File: src/rtl/uart_rx_capture_fifo_if.sv
// Read-side handshake bundle of the UART capture FIFO (first-word-fall-through head).
interface uart_rx_capture_fifo_if #(
    parameter int DATA_BITS = 8
);
    logic [DATA_BITS-1:0] rd_data;
    logic                 rd_valid;
    logic                 rd_ready;

    modport master (output rd_data, output rd_valid, input rd_ready);
    modport slave  (input rd_data, input rd_valid, output rd_ready);
endinterface

File: src/rtl/uart_rx_capture_fifo.sv
// Parametrised UART receiver: synchronised line, start-glitch rejection, parity
// and stop checks, and a FWFT capture FIFO with sticky error/overflow flags.
module uart_rx_capture_fifo #(
    parameter int CLKS_PER_HALF_BIT = 53,
    parameter int DATA_BITS         = 8,
    parameter int PARITY            = 0,
    parameter int STOP_BITS         = 1,
    parameter int FIFO_DEPTH        = 16
) (
    input  logic                        clock,
    input  logic                        design_rstn,
    input  logic                        rx_in,
    input  logic                        rx_enable,
    uart_rx_capture_fifo_if.master      rd,
    output logic [$clog2(FIFO_DEPTH):0] fifo_count,
    output logic                        busy,
    output logic                        frame_err,
    output logic                        parity_err,
    output logic                        overflow,
    input  logic                        err_clear
);
    localparam int AW       = $clog2(FIFO_DEPTH);
    localparam int BIT_CLKS = 2 * CLKS_PER_HALF_BIT;
    localparam int CW       = $clog2(BIT_CLKS + 1);

    typedef enum logic [2:0] {S_IDLE, S_START, S_DATA, S_PARITY, S_STOP} state_t;

    state_t               state;
    logic                 sync1, sync2, rx_prev;
    logic [CW-1:0]        cnt;
    logic [3:0]           bit_idx;
    logic                 stop_idx;
    logic [DATA_BITS-1:0] shreg;
    logic                 frame_bad;
    logic                 push_req;
    logic                 set_ferr, set_perr;
    logic                 fall, parity_bad, pop, full, do_push, ovf_set;

    logic [DATA_BITS-1:0] mem [FIFO_DEPTH];
    logic [AW-1:0]        wr_ptr, rd_ptr;
    logic [AW:0]          count;

    always_ff @(posedge clock or negedge design_rstn) begin
        if (!design_rstn) begin
            sync1   <= 1'b1;
            sync2   <= 1'b1;
            rx_prev <= 1'b1;
        end else begin
            sync1   <= rx_in;
            sync2   <= sync1;
            rx_prev <= sync2;
        end
    end

    always_comb begin
        fall       = rx_prev & ~sync2;
        parity_bad = (PARITY == 1) ? ~(^shreg ^ sync2) : (^shreg ^ sync2);
    end

    // The counter is reloaded with a full bit period at each sample so every
    // later sample lands on the bit midpoint established by the start bit.
    always_ff @(posedge clock or negedge design_rstn) begin
        if (!design_rstn) begin
            state     <= S_IDLE;
            busy      <= 1'b0;
            cnt       <= '0;
            bit_idx   <= '0;
            stop_idx  <= 1'b0;
            shreg     <= '0;
            frame_bad <= 1'b0;
            push_req  <= 1'b0;
            set_ferr  <= 1'b0;
            set_perr  <= 1'b0;
        end else begin
            push_req <= 1'b0;
            set_ferr <= 1'b0;
            set_perr <= 1'b0;
            if (!rx_enable) begin
                state <= S_IDLE;
                busy  <= 1'b0;
            end else begin
                case (state)
                    S_IDLE: begin
                        if (fall) begin
                            state <= S_START;
                            busy  <= 1'b1;
                            cnt   <= CW'(CLKS_PER_HALF_BIT);
                        end
                    end
                    S_START: begin
                        if (cnt != '0) begin
                            cnt <= cnt - 1'b1;
                        end else if (sync2) begin
                            state <= S_IDLE;
                            busy  <= 1'b0;
                        end else begin
                            state     <= S_DATA;
                            cnt       <= CW'(BIT_CLKS - 1);
                            bit_idx   <= '0;
                            frame_bad <= 1'b0;
                        end
                    end
                    S_DATA: begin
                        if (cnt != '0) begin
                            cnt <= cnt - 1'b1;
                        end else begin
                            shreg <= {sync2, shreg[DATA_BITS-1:1]};
                            cnt   <= CW'(BIT_CLKS - 1);
                            if (bit_idx == 4'(DATA_BITS - 1)) begin
                                state    <= (PARITY != 0) ? S_PARITY : S_STOP;
                                stop_idx <= 1'b0;
                            end else begin
                                bit_idx <= bit_idx + 4'd1;
                            end
                        end
                    end
                    S_PARITY: begin
                        if (cnt != '0) begin
                            cnt <= cnt - 1'b1;
                        end else begin
                            cnt   <= CW'(BIT_CLKS - 1);
                            state <= S_STOP;
                            if (parity_bad) begin
                                set_perr  <= 1'b1;
                                frame_bad <= 1'b1;
                            end
                        end
                    end
                    S_STOP: begin
                        if (cnt != '0) begin
                            cnt <= cnt - 1'b1;
                        end else begin
                            set_ferr <= ~sync2;
                            if (stop_idx == 1'(STOP_BITS - 1)) begin
                                state    <= S_IDLE;
                                busy     <= 1'b0;
                                push_req <= ~frame_bad & sync2;
                            end else begin
                                stop_idx  <= 1'b1;
                                cnt       <= CW'(BIT_CLKS - 1);
                                frame_bad <= frame_bad | ~sync2;
                            end
                        end
                    end
                    default: begin
                        state <= S_IDLE;
                        busy  <= 1'b0;
                    end
                endcase
            end
        end
    end

    always_comb begin
        pop     = rd.rd_valid & rd.rd_ready;
        full    = (count == (AW+1)'(FIFO_DEPTH));
        do_push = push_req & (~full | pop);
        ovf_set = push_req & full & ~pop;
    end

    always_ff @(posedge clock) begin
        if (do_push) begin
            mem[wr_ptr] <= shreg;
        end
    end

    always_ff @(posedge clock or negedge design_rstn) begin
        if (!design_rstn) begin
            wr_ptr <= '0;
            rd_ptr <= '0;
            count  <= '0;
        end else begin
            if (do_push) wr_ptr <= wr_ptr + 1'b1;
            if (pop)     rd_ptr <= rd_ptr + 1'b1;
            case ({do_push, pop})
                2'b10:   count <= count + 1'b1;
                2'b01:   count <= count - 1'b1;
                default: count <= count;
            endcase
        end
    end

    // A flag-setting event in the same cycle as err_clear wins.
    always_ff @(posedge clock or negedge design_rstn) begin
        if (!design_rstn) begin
            frame_err  <= 1'b0;
            parity_err <= 1'b0;
            overflow   <= 1'b0;
        end else begin
            frame_err  <= set_ferr | (frame_err  & ~err_clear);
            parity_err <= set_perr | (parity_err & ~err_clear);
            overflow   <= ovf_set  | (overflow   & ~err_clear);
        end
    end

    assign fifo_count  = count;
    assign rd.rd_valid = (count != '0);
    assign rd.rd_data  = rd.rd_valid ? mem[rd_ptr] : '0;
endmodule

File: src/flat_wrapper.sv
// flat-port wrapper written by rule: the top's interface ports become plain ports
module uart_rx_capture_fifo_flat 
#(
    parameter int CLKS_PER_HALF_BIT = 53,
    parameter int DATA_BITS         = 8,
    parameter int PARITY            = 0,
    parameter int STOP_BITS         = 1,
    parameter int FIFO_DEPTH        = 16
)
  (clock, design_rstn, rx_in, rx_enable, fifo_count, busy, frame_err, parity_err, overflow, err_clear, rd_rd_data, rd_rd_valid, rd_rd_ready);
  uart_rx_capture_fifo_if #(.DATA_BITS(DATA_BITS)) rd_i ();
  input  logic clock;
  input  logic design_rstn;
  input  logic rx_in;
  input  logic rx_enable;
  output logic [$clog2(FIFO_DEPTH):0] fifo_count;
  output logic busy;
  output logic frame_err;
  output logic parity_err;
  output logic overflow;
  input  logic err_clear;
  output wire logic [$bits(rd_i.rd_data)-1:0] rd_rd_data;
  output wire logic [$bits(rd_i.rd_valid)-1:0] rd_rd_valid;
  input wire logic [$bits(rd_i.rd_ready)-1:0] rd_rd_ready;
  assign rd_rd_data = rd_i.rd_data;
  assign rd_rd_valid = rd_i.rd_valid;
  assign rd_i.rd_ready = rd_rd_ready;
  uart_rx_capture_fifo #(.CLKS_PER_HALF_BIT(CLKS_PER_HALF_BIT), .DATA_BITS(DATA_BITS), .PARITY(PARITY), .STOP_BITS(STOP_BITS), .FIFO_DEPTH(FIFO_DEPTH)) u_core (.clock(clock), .design_rstn(design_rstn), .rx_in(rx_in), .rx_enable(rx_enable), .rd(rd_i), .fifo_count(fifo_count), .busy(busy), .frame_err(frame_err), .parity_err(parity_err), .overflow(overflow), .err_clear(err_clear));
endmodule
File: config.mk
export PLATFORM = sky130hd
export DESIGN_NAME = uart_rx_capture_fifo_flat
export DESIGN_NICKNAME = d
export VERILOG_FILES = /design/src/rtl/uart_rx_capture_fifo_if.sv /design/src/rtl/uart_rx_capture_fifo.sv /design/src/flat_wrapper.sv
export SDC_FILE = /design/constraint.sdc
export NUM_CORES = 1
export LEC_CHECK = 0
export ABC_CLOCK_PERIOD_IN_PS = 2900
export CAP_MARGIN = 0
export CORE_MARGIN = 2
export CORE_UTILIZATION = 61
export DETAILED_ROUTE_END_ITERATION = 7
export PLACE_DENSITY = 0.89
export SLEW_MARGIN = 5
export SYNTH_ARGS = -nofsm -noshare
export SYNTH_HDL_FRONTEND = slang
export SYNTH_SLANG_ARGS = --single-unit
File: constraint.sdc
create_clock -name clock -period 2.9 [get_ports clock]
set_input_delay 0.29 -clock clock [delete_from_list [all_inputs] [get_ports clock]]
set_output_delay 0.29 -clock clock [all_outputs]
set_load 0.03 [all_outputs]
# After elaboration in Yosys (flattened, before gate mapping)
# Memories as Yosys holds them, arrays and structs flattened.
# Index checks and enable logic that the tools add are counted.
# Widths: inputs -> output; s select.
[word_totals]
ff_bits = 47
latch_bits = 0
ramBits = 128
mem_bits_ro = 0
input_bits = 6
out_inout_bits = 18
wordCells = 149
mem_count = 1
[classes]
add_sub_neg = 6
n_mul = 0
div_mod_pow = 0
magnitude_cmp = 0
eq_ne = 29
shifts = 0
mux = 56
bitwise_logic = 21
reduce_logical = 17
[mem_list]
columns = ["name", "depth", "word_bits", "rd", "rd_clocked_by_memory_dff", "wr", "line", "text"]
rows = [
  ["u_core.mem", 16, 8, 1, 0, 1, "uart_rx_capture_fifo.sv:39", "logic [DATA_BITS-1:0] mem [FIFO_DEPTH];"],
]
[op_table]
columns = ["operator", "count"]
rows = [
  ["$mux 7", 6],
  ["$mux 1", 29],
  ["$pmux 7 s4", 1],
  ["$mux 3", 8],
  ["$ne 3x3->1 const B", 6],
  ["$mux 4", 4],
  ["$pmux 3 s5", 1],
  ["$ne 2x2->1 const B", 7],
  ["$add 4x1->4 const B", 3],
  ["$reduce_and 6->1", 2],
  ["$pmux 5 s2", 1],
  ["$reduce_and 5->1", 2],
  ["$and 1x1->1", 9],
  ["$ne 3x2->1 const B", 3],
  ["$mux 8", 1],
  ["$ne 2x1->1 const B", 4],
  ["$pmux 4 s2", 1],
  ["$reduce_and 8->1", 1],
  ["$reduce_xor 8->1", 1],
  ["$reduce_and 7->1", 1],
  ["$reduce_bool 7->1", 1],
  ["$sub 7x1->7 const B", 1],
  ["$eq 3x2->1 const B", 2],
  ["$not 1->1", 6],
  ["other kinds (22)", 28],
]

# Depth between registers and ports, before layout
# Gate-level depths: netlist of run 1.
[depth]
ltp_word = 6
depth_mapped = 9
mapped_depth_nobuf = 8

# Least setup slack after synthesis of run 1
# No wires, ideal clock.
[synth_timing]
path_type = "reg-to-reg"
from = "reg u_core.count[3] (netlist: u_core.fifo_count[3])"
to = "mem u_core.mem[0][0] (enable)"
arrival_time_ps = 2069
t_required_ps = 2502
slack_ps = 433
path_stages_with_launch = 5
path_buffers = 1
period_less_slack_ps = 2467
path_cell_list = "dfrtp_1 -> clkbuf_1 -> nor2_1 -> a31o_2 -> nor4b_1"
[synth_via]
elab_chain_len = 6
word_cells_on_any_way = 8
[synth_rtl]
columns = ["element", "line", "text"]
rows = [
  ["from (decl)", "uart_rx_capture_fifo.sv:41", "logic [AW:0] count;"],
  ["from (signal assigned)", "uart_rx_capture_fifo.sv:176", "2'b10: count <= count + 1'b1;"],
  ["from (signal assigned)", "uart_rx_capture_fifo.sv:177", "2'b01: count <= count - 1'b1;"],
  ["from (signal assigned)", "uart_rx_capture_fifo.sv:178", "default: count <= count;"],
  ["$reduce_bool 5->1 / $eq 5x5->1 (equally long branches)", "uart_rx_capture_fifo.sv:197, uart_rx_capture_fifo.sv:156", ""],
  ["$and 1x1->1 / $not 1->1 (equally long branches)", "uart_rx_capture_fifo.sv:155, uart_rx_capture_fifo.sv:157", ""],
  ["$or 1x1->1 (*)", "uart_rx_capture_fifo.sv:157", "do_push = push_req & (~full | pop);"],
  ["$and 1x1->1 (*)", "uart_rx_capture_fifo.sv:157", ""],
  ["$mux 1 (*)", "uart_rx_capture_fifo.sv:162", "if (do_push) begin"],
  ["$mux 1 (implied by the code) (*)", "uart_rx_capture_fifo.sv:163", "mem[wr_ptr] <= shreg;"],
  ["to (decl)", "uart_rx_capture_fifo.sv:39", ""],
]
# Mark *: on every way between the ends. The rest lies on a longest branch, timed or not.

# Worst setup path in the final report of run 1
[layout_timing]
from = "reg u_core.count[2] (netlist: u_core.fifo_count[2])"
to = "out rd_rd_valid"
[layout_via]
elab_chain_len = 1
[layout_rtl]
columns = ["element", "line", "text"]
rows = [
  ["$reduce_bool 5->1", "uart_rx_capture_fifo.sv:197", "assign rd.rd_valid = (count != '0);"],
  ["to (decl)", "flat_wrapper.sv:23", "output wire logic [$bits(rd_i.rd_valid)-1:0] rd_rd_valid;"],
]
# Every way passes these cells.

==> results of run 1 <==
per-stage QoR:
step / cell area [um2] / power [mW] / hold slack, ns / util [%] / std cells
after floorplan: 7380 / 4.079 / -0.005591 / - / 444
after global placement: 7792 / 4.633 / 0.3537 / 65.42 / 603
after detailed placement: 7792 / 4.684 / 0.3516 / 65.42 / 603
after CTS: 8337 / 6.770 / 0.07433 / 69.99 / 636
after global routing: 8349 / 6.973 / 0.1250 / 70.09 / 636
final: 8349 / 6.748 / 0.05195 / 70.09 / 636
kinds of logic (layout without fill, tap and decap cells):
| group | count (synthesis) | after routing | share of synthesized area [%] |
|---|---|---|---|
| flops | 174 | 174 | 67.73 |
| simple gates | 88 | 88 | 7.647 |
| compound gates | 76 | 76 | 7.172 |
| mux | 44 | 44 | 11.63 |
| buf+inv | 36 | 81 | 2.136 |
| xor+xnor | 18 | 18 | 2.323 |
| fa+ha+maj | 8 | 8 | 1.356 |
per-layer routing:
layer  wire, um  track usage [%]  vias to the layer above  part of all wire [%]
li1           -                -                     1854                     -
met1       6114            32.12                     2168                    40
met2       8076            41.47                      194                    52
met3        857            7.014                       34                   5.6
met4        347            9.675                        0                   2.3
met5          0                0                        -                     0
power breakdown:
part	internal, mW	switching, mW	total [mW]
Combinational	0.783	1.02	1.80
Clock	1.17	0.898	2.07
Sequential	2.73	0.145	2.88
Total	4.69	2.06	6.75
registers in the layout, indices dropped and copies added (netlist names), 3 cells and up:
register           cells
u_core.mem           128
u_core.state           3
u_core.rd_ptr          4
u_core.bit_idx         4
u_core.cnt             7
u_core.fifo_count      5
u_core.shreg           8
u_core.wr_ptr          4
layout make-up:
cell class,count,area [um2]
Timing Repair Buffer,36,357.8
Multi-Input combinational cell,234,2225
Clock inverter,10,90.09
Tap cell,147,183.9
Sequential cell,174,5000
Fill cell,743,3562
Clock buffer,21,440.4
Inverter,14,52.55
final timing paths:
path                            depth (start not counted)                  from              endpoint  slack (ns)
max in group asynchronous                               1           design_rstn      u_core.rd_ptr[0]        2.15
min in group clock                                      1                 rx_in          u_core.sync1        0.27
worst min register to register                          0          u_core.sync1          u_core.sync2        0.36
worst max-delay path                                    4  u_core.fifo_count[2]           rd_rd_valid        0.08
worst max register to register                          7  u_core.fifo_count[2]  u_core.fifo_count[4]        0.37
worst min-delay path                                    1           design_rstn      u_core.rd_ptr[0]        0.05
placed cells by master (no fill, tap or decap), drive strengths merged, types with 5 or more instances in the layout:
cell type      Yosys  layout
o21ai              7       7
nand2             12      12
edfxtp           128     128
nor4b              6       6
o31ai              7       7
a21oi             19      19
clkdlybuf4s50      0      15
clkbuf            11      21
inv               14      17
nor3               8       8
ha                 8       8
mux2              11      11
nor2              13      13
xnor2             13      13
dfrtp             43      43
a22oi             17      17
mux4              32      32
nand3              9       9
nor2b              5       5
dlymetal6s2s       0       5
and3               5       5
buf               11      14
worst max-delay path, cell delays in order (launching register included):
cell and delay [ns]:
dfrtp_1 0.46, nor3_1 0.48, and2_2 0.41, inv_1 0.12, clkdlybuf4s50_1 0.64
repair_timing:
| action | in CTS | in global routing |
|---|---|---|
| pin swaps | 0 | 0 |
| setup endpoints to repair | 9 | 5 |
| setup buffers | 2 | 0 |
| gates resized for setup | 3 | 5 |
==> results.md, run 1 <==
Run:
- The max capacitance violation total is 0.

Timing:
- The worst-case headroom to the max-slew limit is 30.44%.
- Setup violations remaining at the end of the flow were counted as 0.
- The number of max-slew violations in the final report is 0.
- The final number of hold-violating endpoints is 0.
- Of the available clock period, the critical path in the final layout requires 97.39%.
- The maximum clock frequency is 0.3541 GHz.
- The minimum clock period is 2.824 ns.
- Across all setup checks in the final design, the least slack found is 0.07561 ns.
- For the pin with the worst max-slew slack, the measured transition is 1.043 ns.
- The final setup skew is about 0.0083 ns.
- Setup repair after global routing left no endpoint under its margin.
- The total negative setup slack is 0 ns.

Clock tree:
- The number of clock sinks is 174.
- The number of H-tree levels is 4.
- The root buffer selected by CTS is clkbuf_16.
- The later-pin clock latency in the skew report is 0.43 ns.
- The clock transition time at the flip-flop clock pins of the worst setup and hold paths is roughly 0.070 ns.
- Buffers inserted to repair hold after CTS numbered 0.
- The number of buffers between clock root and the deepest sink is 2.
- The total CTS buffers is 17.
- The TritonCTS clock tree is yes.

Route:
- The number of DRC violations after detailed-routing iteration 0 is around 440.
- The number of iterations in the first detailed-routing pass is 5.
- The routed length per instance is 24.21 um.
- Using the TritonRoute via totals, the vias-per-cell ratio works out to around 6.7.
- After detailed routing, the number of remaining DRC violations is 0.
- In this run the remaining antenna-violating nets after routing total 0.
- Summing over every cut layer, the via total after detailed routing is 4250.
- For this block, the routed nets add up to 15400 um of wire.

Place:
- The last weighted congestion value of the routability-driven placer is 0.8846.
- Before CTS, the worst setup slack after placement is 0.2264 ns.
- The detailed placement HPWL is between 9000 and 10000 um.
- Buffers placed on the I/O ports in this run total 23.

Synth:
- The number of instances in the synthesized netlist is 444.
- The synthesized netlist contains 62 unique library cells.
- Summing every instance area after synthesis gives 7380 um2.
- The synthesized area divided by synthesized cell count is approximately 17 um2.
- The sequential area share after synthesis is 67.73%.
- The yosys synthesis warning count is 0.
- The most instantiated flip-flop cell in the synthesis netlist is edfxtp_1.
- The number of flops mapped to enable cells by yosys is around 130.
- Of all cell types, the one taking the most synthesized area is edfxtp_1.
- The register bit total from synthesis is 174.
- The library cell with the highest instance count after synthesis is edfxtp_1.
- The commonest cells after synthesis are 128 x edfxtp_1, 43 x dfrtp_1, 32 x mux4_2.
- The async set or reset register ratio after synthesis is 26.44%.
- Summed over its instances, the top area cell type makes up 52.09% of the synthesized netlist area.
- When the netlist entered floorplanning its net count stood at around 460.
- Ranked by total cell area, the synthesized netlist is headed by edfxtp_1 52%, dfrtp_1 15%, mux4_2 9.8%, a22oi_1 1.7%, xnor2_1 1.5%.

Power and ir drop:
- The leakage power of the design is just under 3 nW.
- The power per unit of standard cell area is 808.3 nW/um2.
- Across the VDD grid, the largest voltage drop is 0.0007280 V.

Floorplanning:
- The die covers 12990 um2.
- 24 I/O pins were placed.
- Measured along the y axis, the die boundary spans between 100 and 150 um.
- For this configuration, the core starts out at a cell density of roughly three fifths.
- The area of the core is 11910 um2.
- The initialized floorplan defines 40 standard-cell rows.
- The width of the die is 114.0 um.

GRT:
- The via count of the first global-routing pass is roughly 4300.
- The number of antenna violations at the first check in global routing is 0.
- The first global-routing pass estimated roughly 24000 um of wire.
- Entering global routing, the biggest net connects 47 pins.
- Global routing used 25.14% of the available tracks.
- Global routing finished with a remaining overflow of 0.

Setup path:
- The largest fanout on the critical path is 10.
- STA classifies the critical path startpoint as a register.
- The category of the critical setup timing path is register to output port.
- The capturing element type of the critical path is an output port.
- The required time of the worst setup path is between 2 and 3 ns.
- Data arrives at the worst endpoint at 2.53 ns.

Hold path:
- The class of the tightest hold or removal check is primary input to async pin.

Finish:
- At the end of the flow, the number of nets in the layout was 491.
- The area added between synthesis and finish is 13.14%.
- Cells with a size suffix above 1 make up 17.79% of the layout.
- 0 antenna diodes ended up in the layout.

Status:
- The run finished with clean final reports.
Note: power is estimated with default switching activity, not from simulation.
==> run 2, diff against run 1 <==
PLACE_DENSITY = 0.86   (was 0.89)
==> results.md, run 2 (synthesis results as in run 1) <==
Power and ir drop:
- The worst-case IR drop observed on VDD is 0.0004816 V.
- The clock share of power is 33.1%.
- Summed over all cells, the static leakage comes to 2.971 nW.
- The part of the power in registers is 41.9%.
- The internal power of the cells totals just under 5 mW.
- Net switching is 29.73% of the power.
- The part of the power in combinational logic is around a quarter.
- For this design the ratio of total power to cell area is slightly above 800 nW/um2.
- The analysis attributes to net switching a power of 2.041 mW.

Route:
- The routed length per instance is 23.53 um.
- For this run, design rule violations remaining after detail routing come to 0.
- The number of iterations in the first detailed-routing pass is 5.
- The detailed router finished its first iteration with 502 violations.
- The via count is between 4000 and 5000.
- After detailed routing, the total wire length is 14920 um.
- The post-detailed-route count of antenna-violating nets is 0.
- The vias per cell is 6.707.

Finish:
- The largest registers in the layout are u_core.mem x128, u_core.shreg x8, u_core.cnt x7.
- The net count of the finished layout is 489.
- The commonest non-fill, non-tap cell in the layout is edfxtp_1.
- The top cell types in the final layout, fill and taps aside, are 128 x edfxtp_1, 42 x dfrtp_1, 32 x mux4_2, 19 x a21oi_1.
- The repair_antennas step left the layout with diodes totalling 0.
- The area growth from synthesis to layout is 13.82%.
- Cells fill 70.51% of the core in the end.
- The filler cells instantiated in the layout total 737.
- The register ranked first by flip-flop count is u_core.mem.
- The register with the most flip-flops in the layout has 128 of them.
- The layout cell share with drive strength beyond 1 is 18.69%.

Timing:
- The setup-violating endpoint count in the final report is 0.
- At the pin with the least slew margin, the transition time is 0.9120 ns.
- The number of max-slew violations in the final report came to 0.
- The smallest setup slack after layout is 0.1285 ns.
- The final number of hold-violating endpoints is 0.
- The worst path in the final design needs a cycle of 2.771 ns, including I/O delays and setup.
- The worst pin sits at a relative slew slack of 39.20%.
- The total negative setup slack is 0 ns.
- Timing would allow up to 0.3608 GHz.
- The final setup skew is 0.006997 ns.
- The worst path uses 95.57% of the clock period.
- Setup repair after global routing left no endpoint under its margin.

Floorplanning:
- The row count is 40.
- The region available for standard cell placement spans 11910 um2.
- Once the floorplan was initialized, standard cells occupied 61.95% of the core.
- From left edge to right edge, the die measures 114.0 um.
- The number of placed I/O pins is 24.
- The die span in y is 114.0 um.
- The die area is 12990 um2.

Clock tree:
- TritonCTS built the clock tree.
- Clock latency on the worst-skew pair, taken at its later pin, is ~0.42 ns.
- The number of clock sinks is 174.
- The root buffer cell chosen for the clock tree is clkbuf_16.
- The number of H-tree levels is 4.
- The number of buffers between clock root and the deepest sink is 2.
- The number of gates resized after CTS was 4.
- In this run, post-CTS hold repair placed 0 buffers.
- Clock tree synthesis inserted a total of 17 buffers.
- The clock transition time at the flip-flop clock pins of the worst setup and hold paths is 0.06 ns.
- After clock tree synthesis, the setup repair step added 0 buffers.

Status:
- The run finished with clean final reports.

Setup path:
- The capturing element type of the critical path is an output port.
- The largest single stage delay on the critical path is 0.61 ns.
- The worst setup path is launched from a register.
- The required time of the worst setup path is 2.61 ns.
- The slowest cell on the critical path is clkdlybuf4s50_1.
- By startpoint and endpoint, the worst setup path is classified as register to output port.
- Counting both buffers and inverters, the worst setup path holds a total of 2.
- The critical path's top delay family is simple AND/OR/NAND/NOR gates.
- The largest fanout on the critical path is 10.
- The arrival time at the worst endpoint is 2.48 ns.
- Traced cell by cell, the critical path runs through nor3_1 > and2_2 > inv_1 > clkdlybuf4s50_1.

Place:
- Once detailed placement completed, the half-perimeter wirelength came to between 9000 and 10000 um.
- The number of port buffers is 23.
- The last weighted congestion value of the routability-driven placer is 0.8684.
- OpenSTA, run right after detailed placement, puts the worst setup slack at 0.2842 ns.

Hold path:
- In this run the worst hold path is classified as primary input to async pin.

GRT:
- The number of antenna violations at the first check in global routing is 0.
- The via count of the first global-routing pass is 4378.
- The largest net degree at the start of global routing is 41.
- The final global-route overflow total is 0.
- The global-route wire length before repair is 23650 um.
- The total routing usage reported by global routing is 24.68%.

Run:
- The tool flagged a number of max-cap violations equal to 0.
## run 2: cell types whose count changed in the layout (fill, tap and decap cells not counted), sizes merged
cell,change
buf,-2
bufinv,+2
clkbuf,-3
clkdlybuf4s50,-1
clkinv,+2
dlygate4sd2,+1
inv,-1
## run 2: routing by layer
metal	vias up	wire length, um	global-route usage [%]
li1	1848	-	-
met1	2181	6082	33.10
met2	193	7627	39.80
met3	30	894	5.632
met4	0	312	10.00
met5	-	0	0
## run 2: final cells by class
type	instances	area (um2)	share of cell area [%]
clock inverters	13	165.2	1.966
multi-input cells	234	2227	26.52
repair buffers	34	341.6	4.067
clock buffers	18	429.2	5.109
well taps	147	183.9	2.190
flip-flops and latches	174	5000	59.53
inverters	14	52.55	0.6257
## run 2: final timing paths
check,startpoint,to,slack (ns),depth (start not counted)
worst max-delay path,u_core.fifo_count[2],rd_rd_valid,0.13,4
worst min-delay path,design_rstn,u_core.rd_ptr[1],0.0008,1
worst max register to register,u_core.fifo_count[2],u_core.fifo_count[4],0.44,7
worst min register to register,u_core.sync1,u_core.sync2,0.36,0
max in group asynchronous,design_rstn,u_core.fifo_count[4],2.24,2
min in group clock,rx_in,u_core.sync1,0.28,1
## run 2: worst reg2reg max path, delay by kind of cell (launching register included)
kind                       cells  cell delay (ns)
AOI/OAI and AO/OA              3             0.89
xor gates and xnor gates       2             0.31
adders and majority gates      1             0.22
DFF                            1             0.44
and+or+nand+nor                1             0.47
## run 2: power groups by stage
stage                     Clock (mW)  Sequential (mW)  Combinational, mW
after global placement             0             2.91               1.73
after detailed placement           0             2.92               1.76
final                           2.27             2.87               1.72
after CTS                       2.29             2.87               1.73
after global routing            2.39             2.88               1.84
after floorplan                    0             2.94               1.14
## run 2: metrics by stage
stage | cell area, um2 | instances | hold slack [ns] | total power, mW
finish | 8399 | 634 | 0.0008316 | 6.867
global route | 8399 | 634 | 0.06767 | 7.111
CTS | 8386 | 634 | 0.01254 | 6.897
detailed placement | 7792 | 603 | 0.3546 | 4.683
global placement | 7792 | 603 | 0.3497 | 4.638
floorplan | 7380 | 444 | -0.005591 | 4.079
